[config.mk]
export PLATFORM = sky130hd
export DESIGN_NAME = io_ring_pwr_seq
export DESIGN_NICKNAME = d
export VERILOG_FILES = /design/src/rtl/io_ring_pwr_seq.sv
export SDC_FILE = /design/constraint.sdc
export NUM_CORES = 1
export LEC_CHECK = 0
export ABC_AREA = 1
export CORE_MARGIN = 8
export CORE_UTILIZATION = 55
export DETAILED_ROUTE_END_ITERATION = 12
export GPL_ROUTABILITY_DRIVEN = 0
export GPL_TIMING_DRIVEN = 0
export PLACE_DENSITY = 0.79
export SLEW_MARGIN = 20
export SYNTH_ARGS = -nofsm -noshare
export SYNTH_HDL_FRONTEND = slang
export SYNTH_SLANG_ARGS = --single-unit
[constraint.sdc]
create_clock -name clk -period 3.5 [get_ports clk]
set_clock_uncertainty 0.15 [all_clocks]
set_input_delay 0.7 -clock clk [delete_from_list [all_inputs] [get_ports clk]]
set_output_delay 0.7 -clock clk [all_outputs]
set_load 0.05 [all_outputs]
[src/rtl/io_ring_pwr_seq.sv]
// io_ring_pwr_seq: power sequencer for the switched supply banks of the IO ring.
// Power-up enables one bank at a time and waits for its power-good plus a
// settle time. It then releases pad isolation and then retention. Power-down
// runs the same steps in reverse.
// Optional build macro IO_SEQ_TIMEOUT_EN: bounds the wait for power-good in
// RAMP to TIMEOUT_CYC cycles and reports fault code 10 when it expires.
module io_ring_pwr_seq #(
    parameter int NUM_BANKS   = 4,
    parameter int SETTLE_CYC  = 16,
    parameter int TIMEOUT_CYC = 1024
) (
    input  logic                 clk,
    input  logic                 rst,
    input  logic                 start_i,
    input  logic                 stop_i,
    input  logic [NUM_BANKS-1:0] pgood_i,
    output logic [NUM_BANKS-1:0] sw_en_o,
    output logic                 iso_o,
    output logic                 ret_o,
    output logic                 ready_o,
    output logic                 busy_o,
    output logic [2:0]           bank_idx_o,
    output logic                 fault_o,
    output logic [1:0]           fault_code_o
);

    if (NUM_BANKS < 1 || NUM_BANKS > 8) begin : g_bad_banks
        $error("io_ring_pwr_seq: NUM_BANKS must be in 1..8");
    end
    if (SETTLE_CYC < 1) begin : g_bad_settle
        $error("io_ring_pwr_seq: SETTLE_CYC must be >= 1");
    end
    if (TIMEOUT_CYC < 1) begin : g_bad_timeout
        $error("io_ring_pwr_seq: TIMEOUT_CYC must be >= 1");
    end

    localparam int              CW        = (SETTLE_CYC > 1) ? $clog2(SETTLE_CYC) : 1;
    localparam logic [CW-1:0]   SETTLE_LD = CW'(SETTLE_CYC - 1);
    localparam logic [2:0]      LAST_BANK = 3'(NUM_BANKS - 1);

    typedef enum logic [2:0] {
        OFF, RAMP, SETTLE, REL_ISO, REL_RET, ON, DN_ISO, DN_BANK
    } state_t;

    state_t                 state_q, state_d;
    logic [2:0]             k_q, k_d;
    logic [CW-1:0]          cnt_q, cnt_d;
    logic [NUM_BANKS-1:0]   sw_en_q, sw_en_d;
    logic                   iso_q, iso_d, ret_q, ret_d, ready_q, ready_d;
    logic                   fault_q, fault_d;
    logic [1:0]             code_q, code_d;
    logic [NUM_BANKS-1:0]   pgood_m, pgood_s;
    logic [NUM_BANKS-1:0]   cur_bit, below, chk_mask;
    logic [2:0]             top;
    logic                   pg_cur, loss, timeout, abortable;

`ifdef IO_SEQ_TIMEOUT_EN
    localparam int            TW         = (TIMEOUT_CYC > 1) ? $clog2(TIMEOUT_CYC) : 1;
    localparam logic [TW-1:0] TIMEOUT_LD = TW'(TIMEOUT_CYC - 1);
    logic [TW-1:0]            tcnt_q, tcnt_d;
`endif

    // One-hot select of a bank index; indices beyond NUM_BANKS select nothing.
    function automatic logic [NUM_BANKS-1:0] bank_bit(input logic [2:0] idx);
        logic [NUM_BANKS-1:0] b;
        b = '0;
        for (int j = 0; j < NUM_BANKS; j++) b[j] = (idx == 3'(j));
        return b;
    endfunction

    // Two-flop synchroniser for the asynchronous analog power-good inputs.
    always_ff @(posedge clk) begin
        if (rst) begin
            pgood_m <= '0;
            pgood_s <= '0;
        end else begin
            pgood_m <= pgood_i;
            pgood_s <= pgood_m;
        end
    end

    // Bank bookkeeping: current bank, banks already settled, highest enabled bank,
    // and which enabled banks must currently hold power-good.
    always_comb begin
        cur_bit = bank_bit(k_q);
        below   = '0;
        top     = '0;
        for (int j = 0; j < NUM_BANKS; j++) begin
            below[j] = (3'(j) < k_q);
            if (sw_en_q[j]) top = 3'(j);
        end
        pg_cur = |(pgood_s & cur_bit);
        case (state_q)
            RAMP, SETTLE:         chk_mask = below;
            REL_ISO, REL_RET, ON: chk_mask = '1;
            default:              chk_mask = '0;
        endcase
        loss      = |(sw_en_q & ~pgood_s & chk_mask);
        abortable = (state_q == RAMP) || (state_q == SETTLE) || (state_q == REL_ISO) ||
                    (state_q == REL_RET) || (state_q == ON);
    end

    // Next-state and next-output logic; an abort (stop, power-good loss, timeout)
    // overrides whatever the normal step would have done.
    always_comb begin
        state_d = state_q;
        k_d     = k_q;
        cnt_d   = cnt_q;
        sw_en_d = sw_en_q;
        iso_d   = iso_q;
        ret_d   = ret_q;
        ready_d = ready_q;
        fault_d = fault_q;
        code_d  = code_q;
        timeout = 1'b0;
`ifdef IO_SEQ_TIMEOUT_EN
        tcnt_d  = tcnt_q;
`endif
        case (state_q)
            OFF: if (start_i && !stop_i) begin
                state_d = RAMP;
                k_d     = '0;
                sw_en_d = sw_en_q | bank_bit(3'd0);
                fault_d = 1'b0;
                code_d  = 2'b00;
`ifdef IO_SEQ_TIMEOUT_EN
                tcnt_d  = '0;
`endif
            end
            RAMP: begin
                if (pg_cur) begin
                    state_d = SETTLE;
                    cnt_d   = SETTLE_LD;
                end
`ifdef IO_SEQ_TIMEOUT_EN
                else if (tcnt_q == TIMEOUT_LD) timeout = 1'b1;
                else tcnt_d = tcnt_q + TW'(1);
`endif
            end
            SETTLE: begin
                if (cnt_q != '0) cnt_d = cnt_q - CW'(1);
                else if (k_q == LAST_BANK) begin
                    state_d = REL_ISO;
                    iso_d   = 1'b0;
                    cnt_d   = SETTLE_LD;
                end else begin
                    state_d = RAMP;
                    k_d     = k_q + 3'd1;
                    sw_en_d = sw_en_q | bank_bit(k_q + 3'd1);
`ifdef IO_SEQ_TIMEOUT_EN
                    tcnt_d  = '0;
`endif
                end
            end
            REL_ISO: begin
                if (cnt_q != '0) cnt_d = cnt_q - CW'(1);
                else state_d = REL_RET;
            end
            REL_RET: begin
                state_d = ON;
                ret_d   = 1'b0;
                ready_d = 1'b1;
            end
            DN_ISO: begin
                if (cnt_q != '0) cnt_d = cnt_q - CW'(1);
                else begin
                    state_d = DN_BANK;
                    k_d     = top;
                    sw_en_d = sw_en_q & ~bank_bit(top);
                    cnt_d   = SETTLE_LD;
                end
            end
            DN_BANK: begin
                if (cnt_q != '0) cnt_d = cnt_q - CW'(1);
                else if (k_q != '0) begin
                    k_d     = k_q - 3'd1;
                    sw_en_d = sw_en_q & ~bank_bit(k_q - 3'd1);
                    cnt_d   = SETTLE_LD;
                end else state_d = OFF;
            end
            default: ;
        endcase
        if (abortable && (stop_i || loss || timeout)) begin
            state_d = DN_ISO;
            k_d     = k_q;
            sw_en_d = sw_en_q;
            cnt_d   = SETTLE_LD;
            iso_d   = 1'b1;
            ret_d   = 1'b1;
            ready_d = 1'b0;
            if (!fault_q && (loss || timeout)) begin
                fault_d = 1'b1;
                code_d  = loss ? 2'b01 : 2'b10;
            end
        end
    end

    // Sequencer state and registered outputs.
    always_ff @(posedge clk) begin
        if (rst) begin
            state_q <= OFF;
            k_q     <= '0;
            cnt_q   <= '0;
            sw_en_q <= '0;
            iso_q   <= 1'b1;
            ret_q   <= 1'b1;
            ready_q <= 1'b0;
            fault_q <= 1'b0;
            code_q  <= 2'b00;
        end else begin
            state_q <= state_d;
            k_q     <= k_d;
            cnt_q   <= cnt_d;
            sw_en_q <= sw_en_d;
            iso_q   <= iso_d;
            ret_q   <= ret_d;
            ready_q <= ready_d;
            fault_q <= fault_d;
            code_q  <= code_d;
        end
    end

`ifdef IO_SEQ_TIMEOUT_EN
    // Power-good wait counter, restarted on every RAMP entry.
    always_ff @(posedge clk) begin
        if (rst) tcnt_q <= '0;
        else     tcnt_q <= tcnt_d;
    end
`endif

    assign sw_en_o      = sw_en_q;
    assign iso_o        = iso_q;
    assign ret_o        = ret_q;
    assign ready_o      = ready_q;
    assign busy_o       = (state_q != OFF) && (state_q != ON);
    assign bank_idx_o   = k_q;
    assign fault_o      = fault_q;
    assign fault_code_o = code_q;

endmodule
==> impl_metrics.toml <==
[die]
dieHeight_um = 72.6
core_um2 = 3050
start_util = 0.577
io-pin-count = 22
rows = 20
die_w_um = 72.6
die-area_um2 = 5270

[clock_tree]
post_cts_buffers = 0
insertion_delay_ns = 0.34
cts_tree = "yes"
hold_buffers = 0
cts_resized = 0
cts_root_buffer = "clkbuf_4"
clock-sinks = 28
htreeDepth = 1
numCtsBuffers = 3
cts_buffer_depth = 2
path_clk_slew_ns = 0.16

[routing]
drt-total-wl_um = 4240
vias = 1756
dr.pass1.iters = 5
antenna_left = 0
drc_errors = 0
vias_per_cell = 5.20
drt_iter0_markers = 166
wl_per_cell_um = 12.6

[timing]
rsz0062_at_grt = "no"
finalHoldViolCount = 0
setup_viol = 0
tightest_slew_ns = 0.511
finalCriticalPeriod_ns = 2.92
tns_ns = 0
fin_crit_sh = 0.834
slew_viol_final = 0
maxSlewHeadroom = 0.658
fmax_mhz = 342

[power]
comb_power_share = 0.622
p_seq_frac = 0.257
intPower_uw = 895
p_clk_frac = 0.122
powerDensity_nw_per_um2 = 867
p_leak_nw = 1.03
peakVddDrop_mv = 0.386
netSwitchingPower_uw = 907
p_sw_frac = 0.503
finalPower_mw = 1.80

[synth]
synth.most_common_cell = "nand2_1"
synth_fp_nets = 284
syn_area_um2 = 1760
synth_warnings = 0
synthDistinctLibCells = 30
ys_ff_latch = 28
netlist.area_leader.share = 0.318
synth_edf_count = 0
synth-main-ff-cell = "dfxtp_1"
ys_top_cells_by_area = "dfxtp_1 (32%), nand2_1 (13%), nor2_1 (10%)"
ys_seq_area_frac = 0.318
synth_area_leader_cell = "dfxtp_1"
synth_cells = 269
synth_common_cells = "nand2_1 (61), nor2_1 (47), inv_1 (43), dfxtp_1 (28), nand3_1 (13)"
postSynthAreaPerCell_um2 = 6.54
async_flop_share = 0

[critical_path]
worstSetupPathType = "register to output pin"
rr_worst_depth = 12
cp_max_fo = 10
crit_required_ns = 2.65
crit_path_end_kind = "output pin"
crit_path_start_kind = "register"
crit_arrival_ns = 2.07

[grt]
grt_pass1_wl_um = 7400
grt_max_degree = 17
antenna_found_initial = 0
grt_usage = 0.171
grt.overflow.total = 0
grt_pass1_vias = 1621

[placement]
hpwl_um = 3240
io_buffers = 21

[outcome]
status = "completed"

[finish]
regArea_um2 = 561
multi_input_area_um2 = 972
fin_nets = 310
fillers = 283
diodes = 0
drive_above_1_share = 0.0918
syn2layout_area_growth_pct = 18.1

[hold_path]
min_path_type = "register to register"
hold_depth = 2

[run]
cap_violations = 0
[cell families after synthesis]
logic type	count (synthesis)	share of synthesized area
AND/OR/NAND/NOR	144	0.367
buffers and inverters	54	0.129
AO/OA/AOI/OAI	32	0.116
flip-flops	28	0.318
adder cells (fa/ha/maj)	7	0.0497
XOR/XNOR	4	0.0199
[flip-flops by register name, summed over array words and instances, names as in the netlist, 2 cells and up]
signal        flops
bank_idx_o        3
cnt_q             4
fault_code_o      2
pgood_m           4
pgood_s           4
state_q           3
sw_en_o           4
[worst paths after layout]
kind                               from                          to  slack [ns]
max reg2reg  bank_idx_o[1]$_SDFFE_PP0P_  bank_idx_o[0]$_SDFFE_PP0P_        1.31
min reg2reg       pgood_m[2]$_SDFF_PP0_       pgood_s[2]$_SDFF_PP0_        0.26
max             state_q[1]$_SDFFE_PP0P_                      busy_o        0.58
min               pgood_m[2]$_SDFF_PP0_       pgood_s[2]$_SDFF_PP0_        0.26
[routing by layer]
metal	GRT usage	wire, µm
met1	0.224	1910
met2	0.274	1900
met3	0.0330	368
met4	0.0533	63
met5	0	0
[power by group through the flow]
stage               clock network (mW)  registers [mW]  logic (mW)
floorplan                            0           0.562       0.754
detailed placement                   0           0.469        1.11
finish                           0.219           0.463        1.12
global route                     0.232           0.473        1.25
global placement                     0           0.466        1.10
CTS                              0.222           0.462        1.11
[area by class of cell]
| class | count | area share |
|---|---|---|
| plain buffers | 4 | 0.0181 |
| inverters | 50 | 0.0915 |
| clock buffers | 3 | 0.0108 |
| multi-input cells | 187 | 0.468 |
| repair buffers | 21 | 0.101 |
| flip-flops and latches | 28 | 0.270 |
| well taps | 44 | 0.0265 |
| clock inverters | 1 | 0.0144 |
[critical path, cell delays in order, from the launching register on]
cell and delay, ns:
dfxtp_1 0.36, buf_6 0.14, inv_1 0.12, nand2_2 0.13, nor2_1 0.06, nor2_1 0.11
clkdlybuf4s50_1 0.81
[metrics by stage]
step / hold WS [ns] / area (µm²) / cells / worst slack [ns] / utilization
5_1_grt: 0.287 / 2080 / 338 / 0.449 / 0.681
4_1_cts: 0.262 / 2080 / 338 / 0.575 / 0.681
3_5_place_dp: 0.242 / 2030 / 334 / 0.970 / 0.664
3_3_place_gp: 0.240 / 2030 / 334 / 0.982 / 0.664
6_report: 0.261 / 2080 / 338 / 0.580 / 0.681
2_1_floorplan: 0.238 / 1760 / 269 / 1.35 / -
[layout by cell type (no fill, tap or decap), types with 3 or more instances in the layout]
| master | count |
|---|---|
| a21oi_1 | 10 |
| inv_1 | 43 |
| xor2_1 | 3 |
| buf_6 | 3 |
| nand2_1 | 61 |
| nand4_1 | 11 |
| nand3_2 | 3 |
| ha_1 | 7 |
| o21ai_0 | 11 |
| nor2_1 | 47 |
| dfxtp_1 | 28 |
| nand3_1 | 13 |
| clkbuf_4 | 3 |
| clkdlybuf4s50_1 | 21 |
| nand2_2 | 4 |
| inv_2 | 5 |
| a211oi_1 | 3 |
(Power assumes the default switching activity.)
